**config.mk**
```make
export PLATFORM = sky130hd
export DESIGN_NAME = uid_matcher
export DESIGN_NICKNAME = d
export VERILOG_FILES = /design/src/rtl/uid_pkg.sv /design/src/rtl/uid_matcher_lockout_timer.sv /design/src/rtl/uid_matcher.sv
export SDC_FILE = /design/constraint.sdc
export NUM_CORES = 1
export LEC_CHECK = 0
export ABC_AREA = 1
export BUFFER_PORTS_ARGS = -buffer_cell sky130_fd_sc_hd__buf_2
export CORE_ASPECT_RATIO = 1.4
export CORE_UTILIZATION = 55
export CTS_CLUSTER_DIAMETER = 120
export DETAILED_ROUTE_END_ITERATION = 16
export GPL_TIMING_DRIVEN = 0
export HOLD_SLACK_MARGIN = 0.06
export PLACE_DENSITY = 0.78
export RECOVER_POWER = 100
export SYNTH_ARGS = -nofsm -noshare
export SYNTH_HDL_FRONTEND = slang
export SYNTH_SLANG_ARGS = --single-unit
export TNS_END_PERCENT = 1
```
**constraint.sdc**
```tcl
create_clock -name clk -period 2.07 [get_ports clk]
set_clock_uncertainty 0.1 [all_clocks]
set_input_delay 0.207 -clock clk [delete_from_list [all_inputs] [get_ports clk]]
set_output_delay 0.207 -clock clk [all_outputs]
set_load 0.01 [all_outputs]
```
**src/rtl/uid_pkg.sv**
```systemverilog
// Shared types for the UID matcher: FSM state encoding, guest index, attempt counter
// width and the all-ones sentinel helper.
package uid_pkg;

  typedef enum logic [2:0] {
    ENTRY,
    FETCH,
    WAIT,
    CATCH,
    COMPARE,
    MATCHED,
    LOCKED
  } state_e;

  localparam int GUEST_IDX  = 0;
  localparam int ATTEMPT_W  = 3;
  localparam int SENT_MAX_W = 64;

  // End-of-table marker: w low bits set; callers cast down to their ID width.
  function automatic logic [SENT_MAX_W-1:0] sentinel(input int w);
    logic [SENT_MAX_W-1:0] m;
    m = '0;
    for (int i = 0; i < SENT_MAX_W; i++) begin
      if (i < w) m[i] = 1'b1;
    end
    return m;
  endfunction

endpackage

```
**src/rtl/uid_matcher_lockout_timer.sv**
```systemverilog
// Lockout down-counter for uid_matcher; exists only when ID_LOCKOUT_EN is defined.
// done_o pulses in the LOCK_CYCLES-th cycle after start_i.
`ifdef ID_LOCKOUT_EN
module lockout_timer #(
  parameter int LOCK_CYCLES = 50_000_000
) (
  input  logic clk,
  input  logic rst,
  input  logic start_i,
  output logic done_o
);
  localparam int CNT_W = (LOCK_CYCLES > 1) ? $clog2(LOCK_CYCLES + 1) : 1;

  logic [CNT_W-1:0] cnt_q;
  logic             active_q;

  assign done_o = active_q && (cnt_q == '0);

  always_ff @(posedge clk) begin
    if (rst) begin
      cnt_q    <= '0;
      active_q <= 1'b0;
    end else if (start_i) begin
      cnt_q    <= CNT_W'(LOCK_CYCLES - 1);
      active_q <= 1'b1;
    end else if (active_q) begin
      if (cnt_q == '0) active_q <= 1'b0;
      else             cnt_q    <= cnt_q - 1'b1;
    end
  end
endmodule
`endif

```
**src/rtl/uid_matcher.sv**
```systemverilog
// uid_matcher: collects NUM_DIGITS digits, scans the UID ROM up to the all-ones sentinel and
// reports match/index/guest. Failed-attempt lockout is built only when ID_LOCKOUT_EN is defined.
module uid_matcher
  import uid_pkg::*;
#(
  parameter int NUM_DIGITS   = 4,
  parameter int DIGIT_W      = 4,
  parameter int ADDR_W       = 5,
  parameter int ROM_LAT      = 2,
  parameter int MAX_ATTEMPTS = 3,
  parameter int LOCK_CYCLES  = 50_000_000,
  localparam int ID_W        = NUM_DIGITS * DIGIT_W
) (
  input  logic                 clk,
  input  logic                 rst,
  input  logic [DIGIT_W-1:0]   pwdigit,
  input  logic                 pwenter,
  input  logic                 log_out,
  input  logic [ID_W-1:0]      q_UID_ROM,
  output logic [ADDR_W-1:0]    addr_UID_ROM,
  output logic                 matchID,
  output logic                 isGuest,
  output logic [ADDR_W-1:0]    intID,
  output logic                 fail,
  output logic [ATTEMPT_W-1:0] attempts,
  output logic                 busy,
  output logic                 locked
);
  localparam int CNT_W  = (NUM_DIGITS > 1) ? $clog2(NUM_DIGITS) : 1;
  localparam int WAIT_W = (ROM_LAT > 1) ? $clog2(ROM_LAT) : 1;
  localparam logic [ID_W-1:0] SENTINEL = ID_W'(sentinel(ID_W));

  if (ROM_LAT < 1 || MAX_ATTEMPTS < 1 || LOCK_CYCLES < 1 || ID_W > SENT_MAX_W) begin : g_bad_cfg
    $error("uid_matcher: invalid parameter set");
  end

  state_e                 state_q;
  logic [ID_W-1:0]        uid_q, uid_d, data_q;
  logic [CNT_W-1:0]       cnt_q;
  logic [WAIT_W-1:0]      wait_q;
  logic [ADDR_W-1:0]      index_q, addr_q, int_id_q;
  logic                   match_q, guest_q, fail_q, busy_q;
  logic [ATTEMPT_W-1:0]   attempts_q, attempts_d;
  logic                   is_sent, is_hit, scan_fail, scanning;

  if (NUM_DIGITS > 1) begin : g_shift
    assign uid_d = {uid_q[ID_W-DIGIT_W-1:0], pwdigit};
  end else begin : g_single
    assign uid_d = pwdigit;
  end

  // The sentinel wins over an equal UID, so an all-ones ID can never match.
  assign is_sent    = (data_q == SENTINEL);
  assign is_hit     = (data_q == uid_q);
  assign scan_fail  = is_sent || (!is_hit && (index_q == '1));
  assign attempts_d = (attempts_q == '1) ? attempts_q : attempts_q + 1'b1;
  assign scanning   = (state_q == FETCH) || (state_q == WAIT) ||
                      (state_q == CATCH) || (state_q == COMPARE);

`ifdef ID_LOCKOUT_EN
  logic locked_q, lock_hit, lock_start, lock_done;
  assign lock_hit   = (attempts_d == ATTEMPT_W'(MAX_ATTEMPTS));
  assign lock_start = (state_q == COMPARE) && !log_out && scan_fail && lock_hit;
  lockout_timer #(.LOCK_CYCLES(LOCK_CYCLES)) u_lockout_timer (
    .clk     (clk),
    .rst     (rst),
    .start_i (lock_start),
    .done_o  (lock_done)
  );
  assign locked = locked_q;
`else
  assign locked = 1'b0;
`endif

  always_ff @(posedge clk) begin
    if (rst) begin
      state_q    <= ENTRY;
      uid_q      <= '0;
      data_q     <= '0;
      cnt_q      <= '0;
      wait_q     <= '0;
      index_q    <= '0;
      addr_q     <= '0;
      int_id_q   <= '0;
      match_q    <= 1'b0;
      guest_q    <= 1'b0;
      fail_q     <= 1'b0;
      busy_q     <= 1'b0;
      attempts_q <= '0;
`ifdef ID_LOCKOUT_EN
      locked_q   <= 1'b0;
`endif
    end else begin
      fail_q <= 1'b0;
      if (scanning && log_out) begin
        uid_q   <= '0;
        cnt_q   <= '0;
        busy_q  <= 1'b0;
        state_q <= ENTRY;
      end else begin
        case (state_q)
          ENTRY: begin
            if (log_out) begin
              uid_q <= '0;
              cnt_q <= '0;
            end else if (pwenter) begin
              uid_q <= uid_d;
              if (cnt_q == CNT_W'(NUM_DIGITS - 1)) begin
                cnt_q   <= '0;
                index_q <= '0;
                busy_q  <= 1'b1;
                state_q <= FETCH;
              end else begin
                cnt_q <= cnt_q + 1'b1;
              end
            end
          end
          FETCH: begin
            addr_q  <= index_q;
            wait_q  <= '0;
            state_q <= WAIT;
          end
          WAIT: begin
            if (wait_q == WAIT_W'(ROM_LAT - 1)) state_q <= CATCH;
            else                                wait_q  <= wait_q + 1'b1;
          end
          CATCH: begin
            data_q  <= q_UID_ROM;
            state_q <= COMPARE;
          end
          COMPARE: begin
            if (scan_fail) begin
              fail_q     <= 1'b1;
              attempts_q <= attempts_d;
              uid_q      <= '0;
              cnt_q      <= '0;
              busy_q     <= 1'b0;
`ifdef ID_LOCKOUT_EN
              locked_q   <= lock_hit;
              state_q    <= lock_hit ? LOCKED : ENTRY;
`else
              state_q    <= ENTRY;
`endif
            end else if (is_hit) begin
              match_q    <= 1'b1;
              int_id_q   <= index_q;
              guest_q    <= (index_q == ADDR_W'(GUEST_IDX));
              attempts_q <= '0;
              busy_q     <= 1'b0;
              state_q    <= MATCHED;
            end else begin
              index_q <= index_q + 1'b1;
              state_q <= FETCH;
            end
          end
          MATCHED: begin
            if (log_out) begin
              match_q  <= 1'b0;
              guest_q  <= 1'b0;
              int_id_q <= '0;
              addr_q   <= '0;
              uid_q    <= '0;
              cnt_q    <= '0;
              state_q  <= ENTRY;
            end
          end
`ifdef ID_LOCKOUT_EN
          LOCKED: begin
            if (lock_done) begin
              locked_q   <= 1'b0;
              attempts_q <= '0;
              state_q    <= ENTRY;
            end
          end
`endif
          default: state_q <= ENTRY;
        endcase
      end
    end
  end

  assign addr_UID_ROM = addr_q;
  assign matchID      = match_q;
  assign isGuest      = guest_q;
  assign intID        = int_id_q;
  assign fail         = fail_q;
  assign attempts     = attempts_q;
  assign busy         = busy_q;
endmodule

```
# After elaboration in Yosys (flattened, before gate mapping)

Index checks and enable logic that the tools add are counted.

$add $sub $neg: 4
Eq/ne operators: 22
Multiplexer cells: 49
Bitwise logic cells: 2
Reductions and logical operators: 26

Operators with widths:

| kind                                          | count |
|---|---|
| 2-to-1 mux 16 bit                             | 4 |
| case mux 16 bit (3 select lines)              | 1 |
| 2-to-1 mux 5 bit                              | 8 |
| 2-to-1 mux 3 bit                              | 10 |
| case mux 5 bit (2 select lines)               | 3 |
| != test 2 bit, second input constant          | 10 |
| case mux 3 bit (6 select lines)               | 1 |
| == test 16 bit                                | 1 |
| == test 16 bit, second input constant         | 1 |
| AND reduction 5 bit                           | 3 |
| 2-to-1 mux 1 bit                              | 12 |
| 2-to-1 mux 2 bit                              | 5 |
| nonzero test 2 bit                            | 5 |
| == test 3 bit, second input constant          | 3 |
| case mux 1 bit (2 select lines)               | 4 |
| AND reduction 4 bit                           | 2 |
| AND reduction 7 bit                           | 1 |
| == test 3 x 2 -> 1 bit, second input constant | 2 |
| != test 3 bit, second input constant          | 2 |
| case mux 2 bit (3 select lines)               | 1 |
| adder 5 x 1 -> 5 bit, second input constant   | 1 |
| == test 5 bit, second input constant          | 1 |
| zero test 5 bit                               | 1 |
| logical OR 1 bit                              | 4 |
| other kinds (14)                              | 17 |

Flip-flop bits (word level): 60
Input bits: 24
Output and inout bits: 18
Logic and storage cells: 116

# Depth between registers and ports, before layout

Gate-level depths: netlist (run 1).

Depth in word-level cells: 7
Mapped depth: 14
Mapped depth without buffers: 14

# Worst setup path before layout (run 1)

No wires, ideal clock.

Path type: reg2reg
Start: reg data_q[0]
End: reg cnt_q[1]
Library setup time: 0.114 ns
Arrival: 1.431 ns
Data required time: 1.856 ns
Setup slack: 0.426 ns
Cell stages (with the launch flop): 9
Buffers on the path: 1
Period minus slack after synthesis: 1.644 ns
Cell sequence: dfxtp_1 > inv_2 > nor4_1 > nand3b_1 > nand3_4 > nand3_4 > buf_4 > a21oi_1 > nor2_1

Cells in the longest elaborated chain, start to end: 6
Elaborated cells between the ends (all ways): 7
Those cells by class: eq/ne (3); reduce/logical (4)

RTL lines:

| element                         | RTL line           | source |
|---|---|---|
| start, declared                 | uid_matcher.sv:38  | `logic [ID_W-1:0] uid_q, uid_d, data_q;` |
| start signal, assigned          | uid_matcher.sv:128 | `data_q <= q_UID_ROM;` |
| == test 16 bit                  | uid_matcher.sv:54  | `assign is_hit = (data_q == uid_q);` |
| zero test 1 bit                 | uid_matcher.sv:55  | `assign scan_fail = is_sent \|\| (!is_hit && (index_q == '1));` |
| logical AND 1 bit               | uid_matcher.sv:55  |  |
| logical OR 1 bit *              | uid_matcher.sv:55  |  |
| != test 2 bit (no line) *       | -                  |  |
| AND reduction 4 bit (no line) * | -                  |  |
| end signal, assigned            | uid_matcher.sv:114 | `cnt_q <= cnt_q + 1'b1;` |
| end, declared                   | uid_matcher.sv:39  | `logic [CNT_W-1:0] cnt_q;` |

Mark *: on every way between the ends. The rest lies on a longest branch, timed or not.
A chain may end at the register's enable or synchronous reset.

# Worst setup path after layout (run 1)

Start: reg state_q[2]
End: reg uid_q[6]

Cells in the longest elaborated chain, start to end: 6
Elaborated cells between the ends (all ways): 17
Those cells by class: eq/ne (8); mux (1); reduce/logical (8)

RTL lines:

| element                                                          | RTL line           | source |
|---|---|---|
| start, declared                                                  | uid_matcher.sv:37  | `state_e state_q;` |
| start signal, assigned                                           | uid_matcher.sv:77  | `state_q <= ENTRY;` |
| start signal, assigned                                           | uid_matcher.sv:99  | `state_q <= ENTRY;` |
| start signal, assigned                                           | uid_matcher.sv:112 | `state_q <= FETCH;` |
| == test 3 x 1 -> 1 bit or == test 3 x 2 -> 1 bit (tied branches) | uid_matcher.sv:57  | `assign scanning = (state_q == FETCH) \|\| (state_q == WAIT) \|\|` |
| logical OR 1 bit (2 in a row)                                    | uid_matcher.sv:57  |  |
| logical OR 1 bit                                                 | uid_matcher.sv:58  | `(state_q == CATCH) \|\| (state_q == COMPARE);` |
| logical AND 1 bit                                                | uid_matcher.sv:95  | `if (scanning && log_out) begin` |
| OR reduction 2 bit (no line)                                     | -                  |  |
| end signal, assigned                                             | uid_matcher.sv:107 | `uid_q <= uid_d;` |
| end, declared                                                    | uid_matcher.sv:38  |  |

Parallel ways exist; a longest one is shown, timed or not.

==> results of run 1 <==
[final cells by class]
| cell class | instances | area (µm²) | share of cell area |
|---|---|---|---|
| Buffer | 15 | 97.6 | 0.0256 |
| Clock buffer | 11 | 151 | 0.0398 |
| Clock inverter | 4 | 48.8 | 0.0128 |
| Inverter | 65 | 244 | 0.0641 |
| Multi-Input combinational cell | 329 | 1640 | 0.431 |
| Sequential cell | 60 | 1210 | 0.317 |
| Tap cell | 68 | 85.1 | 0.0224 |
| Timing Repair Buffer | 56 | 332 | 0.0871 |
[cells in the mapped netlist, drive strengths merged]
cell type	n	area, µm²
a21oi	48	255
a211oi	1	7.51
nand3b	3	22.5
nand2	145	577
o211ai	1	7.51
nand3	12	95.1
nor3	4	31.3
nor4	1	6.26
inv	64	240
o31ai	1	7.51
nor2	62	258
buf	9	75.1
dfxtp	60	1200
a31oi	3	33.8
clkbuf	6	22.5
or2	1	6.26
o21ai	21	105
clkinv	1	3.75
conb	1	3.75
ha	6	75.1
nand4	19	119
[routing by layer]
metal | vias to the layer above | track usage | share of wire
li1 | 1630 | - | -
met1 | 1511 | 0.318 | 0.40
met2 | 72 | 0.541 | 0.55
met3 | 19 | 0.0465 | 0.033
met4 | 0 | 0.108 | 0.020
met5 | - | 0 | 0
[sequential cells by signal (all words and copies together), names as in the netlist, 2 cells and up]
name          flops
data_q           16
uid_q            16
addr_UID_ROM      5
index_q           5
intID             5
attempts          3
state_q           3
cnt_q             2
[worst max-delay path, delay by kind of cell, from the launching register on]
kind / cells / cell delay, ns
AND/OR/NAND/NOR: 6 / 0.71
buffers and inverters: 3 / 0.45
flip-flops: 1 / 0.40
AO/OA/AOI/OAI: 1 / 0.17
[cell families after synthesis]
family,count (synthesis),share of synthesized area
simple gates,247,0.354
buf+inv,80,0.108
compound gates,75,0.132
flops,60,0.381
fa+ha+maj,6,0.0238
other cells,1,0.00119
[report_power, final]
part | total, µW | switching (µW) | internal [µW] | leakage, µW
Combinational | 1850 | 1170 | 681 | 0.00107
Sequential | 1580 | 186 | 1400 | 0.000489
Clock | 1090 | 477 | 613 | 0.000105
[per-stage QoR]
step	utilization	setup WS, ns
floorplan	-	0.426
finish	0.689	0.126
global route	0.689	-0.0232
detailed placement	0.622	0.103
global placement	0.622	0.129
CTS	0.682	0.0844
[worst paths after layout]
kind | end | slack, ns | startpoint | cells after the start
min reg2reg | isGuest | 0.37 | isGuest | 2
min | data_q[8] | 0.05 | q_UID_ROM[8] | 3
max reg2reg | uid_q[6] | 0.13 | state_q[2] | 10
max | uid_q[6] | 0.13 | state_q[2] | 10
[what timing repair did]
item / 4_1_cts / 5_1_grt
resized for setup: 0 / 12
buffers inserted: 0 / 3
hold endpoints to repair: 13 / 0
setup endpoints to repair: 0 / 27
hold buffers: 13 / 0
==> summary.json, run 1 <==
{
  "logic_synthesis": {
    "postSynthRegisterBits": 60,
    "postSynthNetCount": 499,
    "yosysSeqAreaShare": 0.381,
    "synth_area_per_cell_um2": 6.72,
    "synth.yosys.warnings": 0,
    "synth_area_mm2": 0.00315,
    "post_synth_num_cell_types": 34,
    "syn-instance-count": 469
  },
  "placement": {
    "buffer_ports.inserted": 40,
    "dp_hpwl_um": 5770,
    "placed_instance_count": 577,
    "placement.cell_area_mm2": 0.00344,
    "final_weighted_congestion_in_routability_driven_placement": 0.939
  },
  "worst_setup_path": {
    "crit_path_max_incr_delay_ns": 0.40,
    "cp_max_fo": 10,
    "crit_slowest_cell": "dfxtp_1",
    "timing.critical_path.to_type": "flip-flop",
    "cp_common_cell": "nand2_2",
    "critical_path_data_arrival_time_ns": 2.08,
    "cp.required_ns": 2.20,
    "crit_path_cell_trace": "inv_1 > nor2_4 > inv_2 > nand2_2 > nand2_2 > nand2_2 > nand3_4 > buf_4 > a21oi_1 > nor2_1",
    "crit_path_start_kind": "flip-flop",
    "worst-setup-path-type": "flip-flop to flip-flop"
  },
  "final_layout": {
    "final.fill_count": 480,
    "final_nets": 566,
    "layout.cells.most_common_list": "nand2_1, dfxtp_1, inv_1",
    "final_layout_size_suffix_gt1_frac": 0.167,
    "postLayoutCellArea_mm2": 0.00381,
    "layout.cells.most_common": "nand2_1",
    "num_antenna_cells": 0,
    "instances_no_fill": 608,
    "areaGrowthSynthToFinish_pct": 20.7
  },
  "sta": {
    "holdWs_ns": 0.0534,
    "period_needed_ns": 1.94,
    "setup-tns-final_ns": 0,
    "post-route-period-util": 0.939,
    "max_freq_ghz": 0.514,
    "timing.final.hold_violations": 0,
    "final_number_of_setup_violating_endpoints": 0,
    "maxSlewViolCount": 0,
    "slew_headroom": 0.619,
    "timing_worst_slew_pin_value_ns": 0.572
  },
  "grt": {
    "grt_pass1_vias": 3046,
    "groute.usage.overall": 0.291,
    "first_pass_grt_wire_length_um": 13600,
    "largest_net_degree_at_the_start_of_global_routing": 11,
    "number_of_antenna_violations_at_the_first_check_in_global_routing": 0,
    "grt_remaining_overflow": 0
  },
  "pwr": {
    "leakagePower_uw": 0.00166,
    "fin_total_pwr_uw": 4520,
    "power_density_mw_per_mm2": 1190,
    "irDropWorstVdd_mv": 0.592
  },
  "detailed_routing": {
    "avg_vias_per_cell": 5.32,
    "routedWlPerCell_um": 13.3,
    "dr_total_vias": 3232,
    "drt_pre_antenna_iters": 4,
    "detail_route.iter0.violations": 214,
    "detail_route.wirelength_um": 8060,
    "drtAntennaViolNets": 0,
    "post-route-drc-count": 0
  },
  "min_path": {
    "hold_path_class": "input pin to flip-flop"
  },
  "die": {
    "die_height_um": 91.6,
    "core_area_mm2": 0.00553,
    "rows": 32,
    "die_area_mm2": 0.00604,
    "floorplan.io_pins": 42,
    "chipWidth_um": 66.0,
    "floorplan.initialDensity": 0.571
  },
  "clock_network": {
    "worst_setup_hold_path_clk_slew_ns": 0.07,
    "clock_latency_reported_for_the_late_side_of_the_worst_skew_pair_ns": 0.35,
    "clock_path_buffers": 2,
    "clock_sink_count": 60,
    "cts.htree.levels": 3,
    "tritoncts.num_buffers": 9,
    "cts_tree": "done",
    "cts_root_buf": "clkbuf_8"
  },
  "outcome": {
    "run_status": "finished, final reports clean"
  },
  "job": {
    "max-cap-violations": 0
  }
}
Note: power is estimated with default switching activity, not from simulation.
==> run 2, diff against run 1 <==
--- a/config.mk
+++ b/config.mk
@@ -6,6 +6,7 @@
 export NUM_CORES = 1
 export LEC_CHECK = 0
 export ABC_AREA = 1
+export ABC_CLOCK_PERIOD_IN_PS = 2070
 export BUFFER_PORTS_ARGS = -buffer_cell sky130_fd_sc_hd__buf_2
 export CORE_ASPECT_RATIO = 1.4
 export CORE_UTILIZATION = 55
@@ -13,7 +14,7 @@
 export DETAILED_ROUTE_END_ITERATION = 16
 export GPL_TIMING_DRIVEN = 0
 export HOLD_SLACK_MARGIN = 0.06
-export PLACE_DENSITY = 0.78
+export PLACE_DENSITY = 0.77
 export RECOVER_POWER = 100
 export SYNTH_ARGS = -nofsm -noshare
 export SYNTH_HDL_FRONTEND = slang
==> summary.json, run 2 (synthesized netlist as in run 1, its figures left out) <==
{
  "sta": {
    "slew_headroom": {"value": 0.620, "change": "+0.00148"},
    "post-route-period-util": {"value": 0.929, "change": "-0.0108"},
    "timing_worst_slew_pin_value": {"value": 0.570, "unit": "ns", "change": "-0.00222 ns"},
    "holdWs": {"value": 0.0594, "unit": "ns", "change": "+0.00603 ns"},
    "final_number_of_setup_violating_endpoints": {"value": 0, "change": "unchanged"},
    "max_freq": {"value": 0.520, "unit": "GHz", "change": "+1.2%"},
    "period_needed": {"value": 1.92, "unit": "ns", "change": "-0.0223 ns"},
    "timing.final.hold_violations": {"value": 0, "change": "unchanged"},
    "maxSlewViolCount": {"value": 0, "change": "unchanged"}
  },
  "placement": {
    "final_weighted_congestion_in_routability_driven_placement": {"value": 0.932, "change": "-0.68%"},
    "buffer_ports.inserted": {"value": 40, "change": "unchanged"},
    "dp_hpwl": {"value": 5780, "unit": "µm", "change": "about the same"}
  },
  "die": {
    "chipWidth": {"value": 66.0, "unit": "µm", "change": "unchanged"},
    "floorplan.io_pins": {"value": 42, "change": "unchanged"},
    "floorplan.initialDensity": {"value": 0.571, "change": "unchanged"},
    "core_area": {"value": 0.00553, "unit": "mm²", "change": "unchanged"},
    "rows": {"value": 32, "change": "unchanged"},
    "die_height": {"value": 91.6, "unit": "µm", "change": "unchanged"},
    "die_area": {"value": 0.00604, "unit": "mm²", "change": "unchanged"}
  },
  "detailed_routing": {
    "avg_vias_per_cell": {"value": 5.17, "change": "-2.7%"},
    "drt_pre_antenna_iters": {"value": 4, "change": "unchanged"},
    "dr_total_vias": {"value": 3138, "change": "-2.9%"},
    "drtAntennaViolNets": {"value": 0, "change": "unchanged"},
    "routedWlPerCell": {"value": 13.3, "unit": "µm", "change": "+0.39%"},
    "post-route-drc-count": {"value": 0, "change": "unchanged"},
    "detail_route.iter0.violations": {"value": 163, "change": "-24%"},
    "detail_route.wirelength": {"value": 8080, "unit": "µm", "change": "+0.22%"}
  },
  "pwr": {
    "irDropWorstVdd": {"value": 0.638, "unit": "mV", "change": "+7.7%"},
    "fin_total_pwr": {"value": 4490, "unit": "µW", "change": "-0.84%"},
    "leakagePower": {"value": 0.00166, "unit": "µW", "change": "-0.20%"},
    "power_density": {"value": 1180, "unit": "mW/mm²", "change": "-0.74%"}
  },
  "min_path": {
    "worst_case_hold_path_end_point": "data_q[2]",
    "hold_path_class": "input pin to flip-flop",
    "worstHoldStart": "q_UID_ROM[2]",
    "hold_path_depth": {"value": 3, "change": "unchanged"}
  },
  "grt": {
    "grt_remaining_overflow": {"value": 0, "change": "unchanged"},
    "largest_net_degree_at_the_start_of_global_routing": {"value": 11, "change": "unchanged"},
    "groute.usage.overall": {"value": 0.282, "change": "-0.00859"},
    "first_pass_grt_wire_length": {"value": 13100, "unit": "µm", "change": "-3.6%"},
    "number_of_antenna_violations_at_the_first_check_in_global_routing": {"value": 0, "change": "unchanged"},
    "grt_pass1_vias": {"value": 3000, "change": "-1.5%"}
  },
  "final_layout": {
    "final.fill_count": {"value": 513, "change": "+6.9%"},
    "largest_registers": "data_q: 16 flops, uid_q: 16 flops",
    "num_antenna_cells": {"value": 0, "change": "unchanged"},
    "final_nets": {"value": 565, "change": "-0.18%"},
    "final_layout_size_suffix_gt1_frac": {"value": 0.160, "change": "-0.00711"},
    "areaGrowthSynthToFinish": {"value": 20.6, "unit": "%", "change": "about the same"},
    "layout.cells.most_common": "nand2_1",
    "layout.cells.most_common_list": "nand2_1, dfxtp_1, inv_1, nor2_1, a21oi_1"
  },
  "clock_network": {
    "cts_tree": "done",
    "cts_root_buf": "clkbuf_8",
    "worst_setup_hold_path_clk_slew": {"value": 0.07, "unit": "ns", "change": "about the same"},
    "clock_sink_count": {"value": 60, "change": "unchanged"},
    "tritoncts.num_buffers": {"value": 9, "change": "unchanged"},
    "clock_path_buffers": {"value": 2, "change": "unchanged"},
    "clock_latency_reported_for_the_late_side_of_the_worst_skew_pair": {"value": 0.34, "unit": "ns", "change": "about the same"},
    "cts.htree.levels": {"value": 3, "change": "unchanged"}
  },
  "job": {
    "max-cap-violations": {"value": 0, "change": "unchanged"}
  },
  "worst_setup_path": {
    "crit_path_start_kind": "flip-flop",
    "worst-path-buf-inv": {"value": 2, "change": "-1"},
    "worst-setup-path-type": "flip-flop to flip-flop",
    "critical_path_data_arrival_time": {"value": 2.06, "unit": "ns", "change": "-0.02 ns"},
    "cp_max_fo": {"value": 10, "change": "unchanged"},
    "crit_path_max_incr_delay": {"value": 0.38, "unit": "ns", "change": "-0.02 ns"},
    "crit_slowest_cell": "dfxtp_1",
    "timing.critical_path.to_type": "flip-flop",
    "r2r_cells": {"value": 14, "change": "+4"},
    "cp_common_cell": "nand2_1",
    "cp.required": {"value": 2.21, "unit": "ns", "change": "about the same"},
    "critical_path.reg2reg.endpoint": "index_q[3]",
    "timing.reg2reg.setup_slack": {"value": 0.15, "unit": "ns", "change": "+0.02 ns"},
    "timing.rr.start": "data_q[15]",
    "crit_path_cell_trace": "inv_1 > nand2_1 > nand2_1 > nor2_1 > nand2_1 > nor2_4 > nand2_2 > nand2_4 > nand2_4 > nand2_4 > buf_6 > nand4_1 > nand2_1 > nor2_1",
    "crit_path_leading_delay_family": "simple AND/OR/NAND/NOR gates"
  },
  "outcome": {
    "run_status": "finished, final reports clean"
  }
}
[run 2: cell count changes in the layout (fill, tap and decap cells not counted), sizes merged]
cell  previous run  this run
buf             34        33
[run 2: how the worst max path moves through the flow]
stage | startpoint | to | slack, ns | cells past startpoint
after floorplan | data_q[0] | cnt_q[1] | 0.43 | 8
after CTS | state_q[2] | uid_q[14] | 0.12 | 8
after global placement | data_q[0] | uid_q[14] | 0.13 | 8
after detailed placement | state_q[2] | uid_q[14] | 0.13 | 8
final | data_q[15] | index_q[3] | 0.15 | 14
after global routing | data_q[15] | index_q[3] | -0.008 | 14
[run 2: power by group]
part           switching, µW  internal (µW)  leakage [µW]  total, µW
Sequential               190           1390      0.000487       1590
Clock                    468            613      0.000105       1080
Combinational           1160            661       0.00107       1820
[run 2: cell type report]
type	count	area [µm²]	area share
sequential	60	1200	0.317
tap	68	85.1	0.0224
clock buffer	11	151	0.0398
buffer	15	97.6	0.0257
inverter	65	244	0.0642
multi-input combinational	329	1640	0.430
clock inverter	4	48.8	0.0128
timing repair buffer	55	337	0.0885
[run 2: timing repair]
action,in CTS,in global routing
hold endpoints to repair,13,0
resized for setup,0,8
hold buffers,13,0
buffers inserted,0,2
setup endpoints to repair,0,30
[run 2: per-layer routing]
layer  vias to the layer above  wire length [µm]  global-route usage
met4                         0               144               0.115
li1                       1617                 -                   -
met5                         -                 0                   0
met2                        61              4430               0.518
met3                        15               251              0.0515
met1                      1445              3250               0.306
[run 2: worst min-delay path: stages]
cell,delay (ns)
buf_2,0.08
o21ai_0,0.08
a21oi_1,0.11
[run 2: through the flow]
| step | setup WS, ns | cell area, µm² | std cells | TNS, ns | util |
|---|---|---|---|---|---|
| final | 0.148 | 3800 | 607 | 0 | 0.688 |
| after detailed placement | 0.134 | 3440 | 577 | 0 | 0.622 |
| after floorplan | 0.426 | 3150 | 469 | 0 | - |
| after global routing | -0.00825 | 3800 | 607 | -0.00825 | 0.688 |
| after CTS | 0.121 | 3770 | 605 | 0 | 0.682 |
| after global placement | 0.127 | 3440 | 577 | 0 | 0.622 |
==> run 3, diff against run 2 <==
--- a/config.mk
+++ b/config.mk
@@ -7,14 +7,14 @@
 export LEC_CHECK = 0
 export ABC_AREA = 1
 export ABC_CLOCK_PERIOD_IN_PS = 2070
-export BUFFER_PORTS_ARGS = -buffer_cell sky130_fd_sc_hd__buf_2
 export CORE_ASPECT_RATIO = 1.4
 export CORE_UTILIZATION = 55
 export CTS_CLUSTER_DIAMETER = 120
 export DETAILED_ROUTE_END_ITERATION = 16
+export DONT_BUFFER_PORTS = 1
 export GPL_TIMING_DRIVEN = 0
 export HOLD_SLACK_MARGIN = 0.06
-export PLACE_DENSITY = 0.77
+export PLACE_DENSITY = 0.7
 export RECOVER_POWER = 100
 export SYNTH_ARGS = -nofsm -noshare
 export SYNTH_HDL_FRONTEND = slang
==> summary.json, run 3 (synthesized netlist as in run 1, its figures left out) <==
{
  "clock_network": {
    "clock_path_buffers": {"value": 2, "change": "unchanged"},
    "tritoncts.num_buffers": {"value": 9, "change": "unchanged"},
    "cts_tree": "done",
    "cts_root_buf": "clkbuf_8",
    "cts.htree.levels": {"value": 3, "change": "unchanged"},
    "clock_latency_reported_for_the_late_side_of_the_worst_skew_pair": {"value": 0.35, "unit": "ns", "change": "about the same"},
    "worst_setup_hold_path_clk_slew": {"value": 0.07, "unit": "ns", "change": "about the same"},
    "postCtsSetupBuffers": {"value": 0, "change": "unchanged"},
    "clock_sink_count": {"value": 60, "change": "unchanged"}
  },
  "placement": {
    "placement.cell_area": {"value": 0.00324, "unit": "mm²", "change": "-5.8%"},
    "placed_instance_count": {"value": 537, "change": "-6.9%"},
    "final_weighted_congestion_in_routability_driven_placement": {"value": 0.865, "change": "-7.2%"},
    "buffer_ports.inserted": {"value": 0, "change": "-100%"},
    "dp_hpwl": {"value": 5750, "unit": "µm", "change": "-0.49%"}
  },
  "worst_setup_path": {
    "worstSetupEndpoint": "uid_q[14]",
    "crit_path_leading_delay_family": "simple AND/OR/NAND/NOR gates",
    "crit_path_start_kind": "flip-flop",
    "timing.critical_path.to_type": "flip-flop",
    "cp.required": {"value": 2.21, "unit": "ns", "change": "about the same"},
    "worst-setup-path-type": "flip-flop to flip-flop",
    "critical_path.reg2reg.endpoint": "uid_q[14]",
    "worst-path-stages": {"value": 8, "change": "-6"},
    "cp_common_cell": "nand3_4",
    "r2r_cells": {"value": 8, "change": "-6"},
    "critPathLaunch": "data_q[0]",
    "critical_path_data_arrival_time": {"value": 2.12, "unit": "ns", "change": "+0.06 ns"},
    "timing.reg2reg.setup_slack": {"value": 0.09, "unit": "ns", "change": "-0.06 ns"},
    "crit_path_cell_trace": "inv_2 > nor4_1 > nand3b_1 > nand3_4 > nand3_4 > buf_4 > a21oi_1 > nor2_1",
    "cp_max_fo": {"value": 10, "change": "unchanged"},
    "crit_slowest_cell": "dfxtp_1",
    "timing.rr.start": "data_q[0]",
    "worst-path-buf-inv": {"value": 2, "change": "unchanged"},
    "crit_path_max_incr_delay": {"value": 0.38, "unit": "ns", "change": "about the same"}
  },
  "grt": {
    "largest_net_degree_at_the_start_of_global_routing": {"value": 11, "change": "unchanged"},
    "groute.usage.overall": {"value": 0.283, "change": "about the same"},
    "grt_pass1_vias": {"value": 2925, "change": "-2.5%"},
    "grt_remaining_overflow": {"value": 0, "change": "unchanged"},
    "number_of_antenna_violations_at_the_first_check_in_global_routing": {"value": 0, "change": "unchanged"},
    "first_pass_grt_wire_length": {"value": 13000, "unit": "µm", "change": "-1.1%"}
  },
  "final_layout": {
    "largest_registers": "data_q: 16 flops, uid_q: 16 flops",
    "final_nets": {"value": 531, "change": "-6.0%"},
    "postLayoutCellArea": {"value": 0.00365, "unit": "mm²", "change": "-4.0%"},
    "num_antenna_cells": {"value": 0, "change": "unchanged"},
    "instances_no_fill": {"value": 572, "change": "-5.8%"},
    "final_layout_size_suffix_gt1_frac": {"value": 0.115, "change": "-0.0445"},
    "layout.cells.most_common_list": "nand2_1, dfxtp_1, nor2_1",
    "layout.cells.most_common": "nand2_1",
    "areaGrowthSynthToFinish_pct": 15.7
  },
  "sta": {
    "final_number_of_setup_violating_endpoints": {"value": 0, "change": "unchanged"},
    "maxSlewViolCount": {"value": 0, "change": "unchanged"},
    "holdWs": {"value": 0.0595, "unit": "ns", "change": "+0.0000734 ns"},
    "timing.final.hold_violations": {"value": 0, "change": "unchanged"},
    "max_freq": {"value": 0.505, "unit": "GHz", "change": "-3.0%"},
    "timing_worst_slew_pin_value": {"value": 0.613, "unit": "ns", "change": "+0.0431 ns"},
    "slew_headroom": {"value": 0.591, "change": "-0.0287"},
    "post-route-period-util": {"value": 0.958, "change": "+0.0290"},
    "period_needed": {"value": 1.98, "unit": "ns", "change": "+0.0600 ns"}
  },
  "detailed_routing": {
    "detail_route.iter0.violations": {"value": 152, "change": "-6.7%"},
    "dr_total_vias": {"value": 3009, "change": "-4.1%"},
    "post-route-drc-count": {"value": 0, "change": "unchanged"},
    "routedWlPerCell": {"value": 14.0, "unit": "µm", "change": "+5.1%"},
    "avg_vias_per_cell": {"value": 5.26, "change": "+1.8%"},
    "detail_route.wirelength": {"value": 8000, "unit": "µm", "change": "-0.94%"},
    "drtAntennaViolNets": {"value": 0, "change": "unchanged"},
    "drt_pre_antenna_iters": {"value": 4, "change": "unchanged"}
  },
  "die": {
    "die_area": {"value": 0.00604, "unit": "mm²", "change": "unchanged"},
    "rows": {"value": 32, "change": "unchanged"},
    "core_area": {"value": 0.00553, "unit": "mm²", "change": "unchanged"},
    "chipWidth": {"value": 66.0, "unit": "µm", "change": "unchanged"},
    "floorplan.io_pins": {"value": 42, "change": "unchanged"},
    "die_height": {"value": 91.6, "unit": "µm", "change": "unchanged"},
    "floorplan.initialDensity": {"value": 0.571, "change": "unchanged"}
  },
  "pwr": {
    "power_density": {"value": 1190, "unit": "mW/mm²", "change": "+0.68%"},
    "leakagePower": {"value": 0.00157, "unit": "µW", "change": "-5.7%"},
    "irDropWorstVdd": {"value": 0.712, "unit": "mV", "change": "+12%"}
  },
  "min_path": {
    "hold_path_class": "input pin to flip-flop"
  },
  "job": {
    "max-cap-violations": {"value": 0, "change": "unchanged"}
  },
  "outcome": {
    "run_status": "finished, final reports clean"
  }
}
-- run 3: changes by cell type in the layout (fill, tap and decap cells not counted), sizes merged --
cell and change:
dlygate4sd3 +8, bufinv -1, clkinv -1, buf -25, clkbuf -16
-- run 3: layout make-up --
class / instances / area [µm²]
clock buffers: 12 / 165
multi-input cells: 329 / 1630
well taps: 68 / 85.1
fillers: 492 / 1880
repair buffers: 21 / 210
clock inverters: 2 / 10.0
plain buffers: 15 / 97.6
inverters: 65 / 244
flip-flops and latches: 60 / 1200
-- run 3: how the worst min path moves through the flow --
stage,start,endpoint,slack (ns),depth (start not counted)
6_report,log_out,uid_q[9],0.06,3
5_1_grt,log_out,uid_q[10],0.09,3
4_1_cts,log_out,wait_q,0.07,3
3_5_place_dp,pwdigit[2],uid_q[2],0.26,2
3_3_place_gp,pwdigit[2],uid_q[2],0.25,2
2_1_floorplan,pwdigit[0],uid_q[0],0.25,2
-- run 3: routing by layer --
| layer | global-route usage | part of all wire |
|---|---|---|
| met1 | 0.298 | 0.40 |
| met2 | 0.526 | 0.54 |
| met3 | 0.0415 | 0.042 |
| met4 | 0.131 | 0.017 |
| met5 | 0 | 0 |
-- run 3: metrics by stage --
| stage | setup TNS, ns | power (µW) | utilization | setup WS (ns) |
|---|---|---|---|---|
| 3_5_place_dp | 0 | 3260 | 0.586 | 0.0839 |
| 4_1_cts | 0 | 4250 | 0.656 | 0.0759 |
| 6_report | 0 | 4330 | 0.660 | 0.0880 |
| 3_3_place_gp | 0 | 3230 | 0.586 | 0.105 |
| 2_1_floorplan | 0 | 2910 | - | 0.426 |
| 5_1_grt | -0.00282 | 4650 | 0.660 | -0.00282 |
-- run 3: where the power goes --
part	internal, µW	leakage (µW)	switching (µW)
registers	1390	0.000487	208
logic	647	0.000985	1130
clock network	514	0.0000941	442
-- run 3: timing repair --
action,4_1_cts,5_1_grt
hold buffers,21,0
resized for setup,0,7
endpoints found under the hold margin,21,0
setup endpoints to repair,0,30
-- run 3: worst reg2reg max path: cells and delay by family (launching register included) --
family,cells,cell delay (ns)
and+or+nand+nor,5,1.00
DFF,1,0.38
buffers and inverters,2,0.26
AOI/OAI and AO/OA,1,0.13
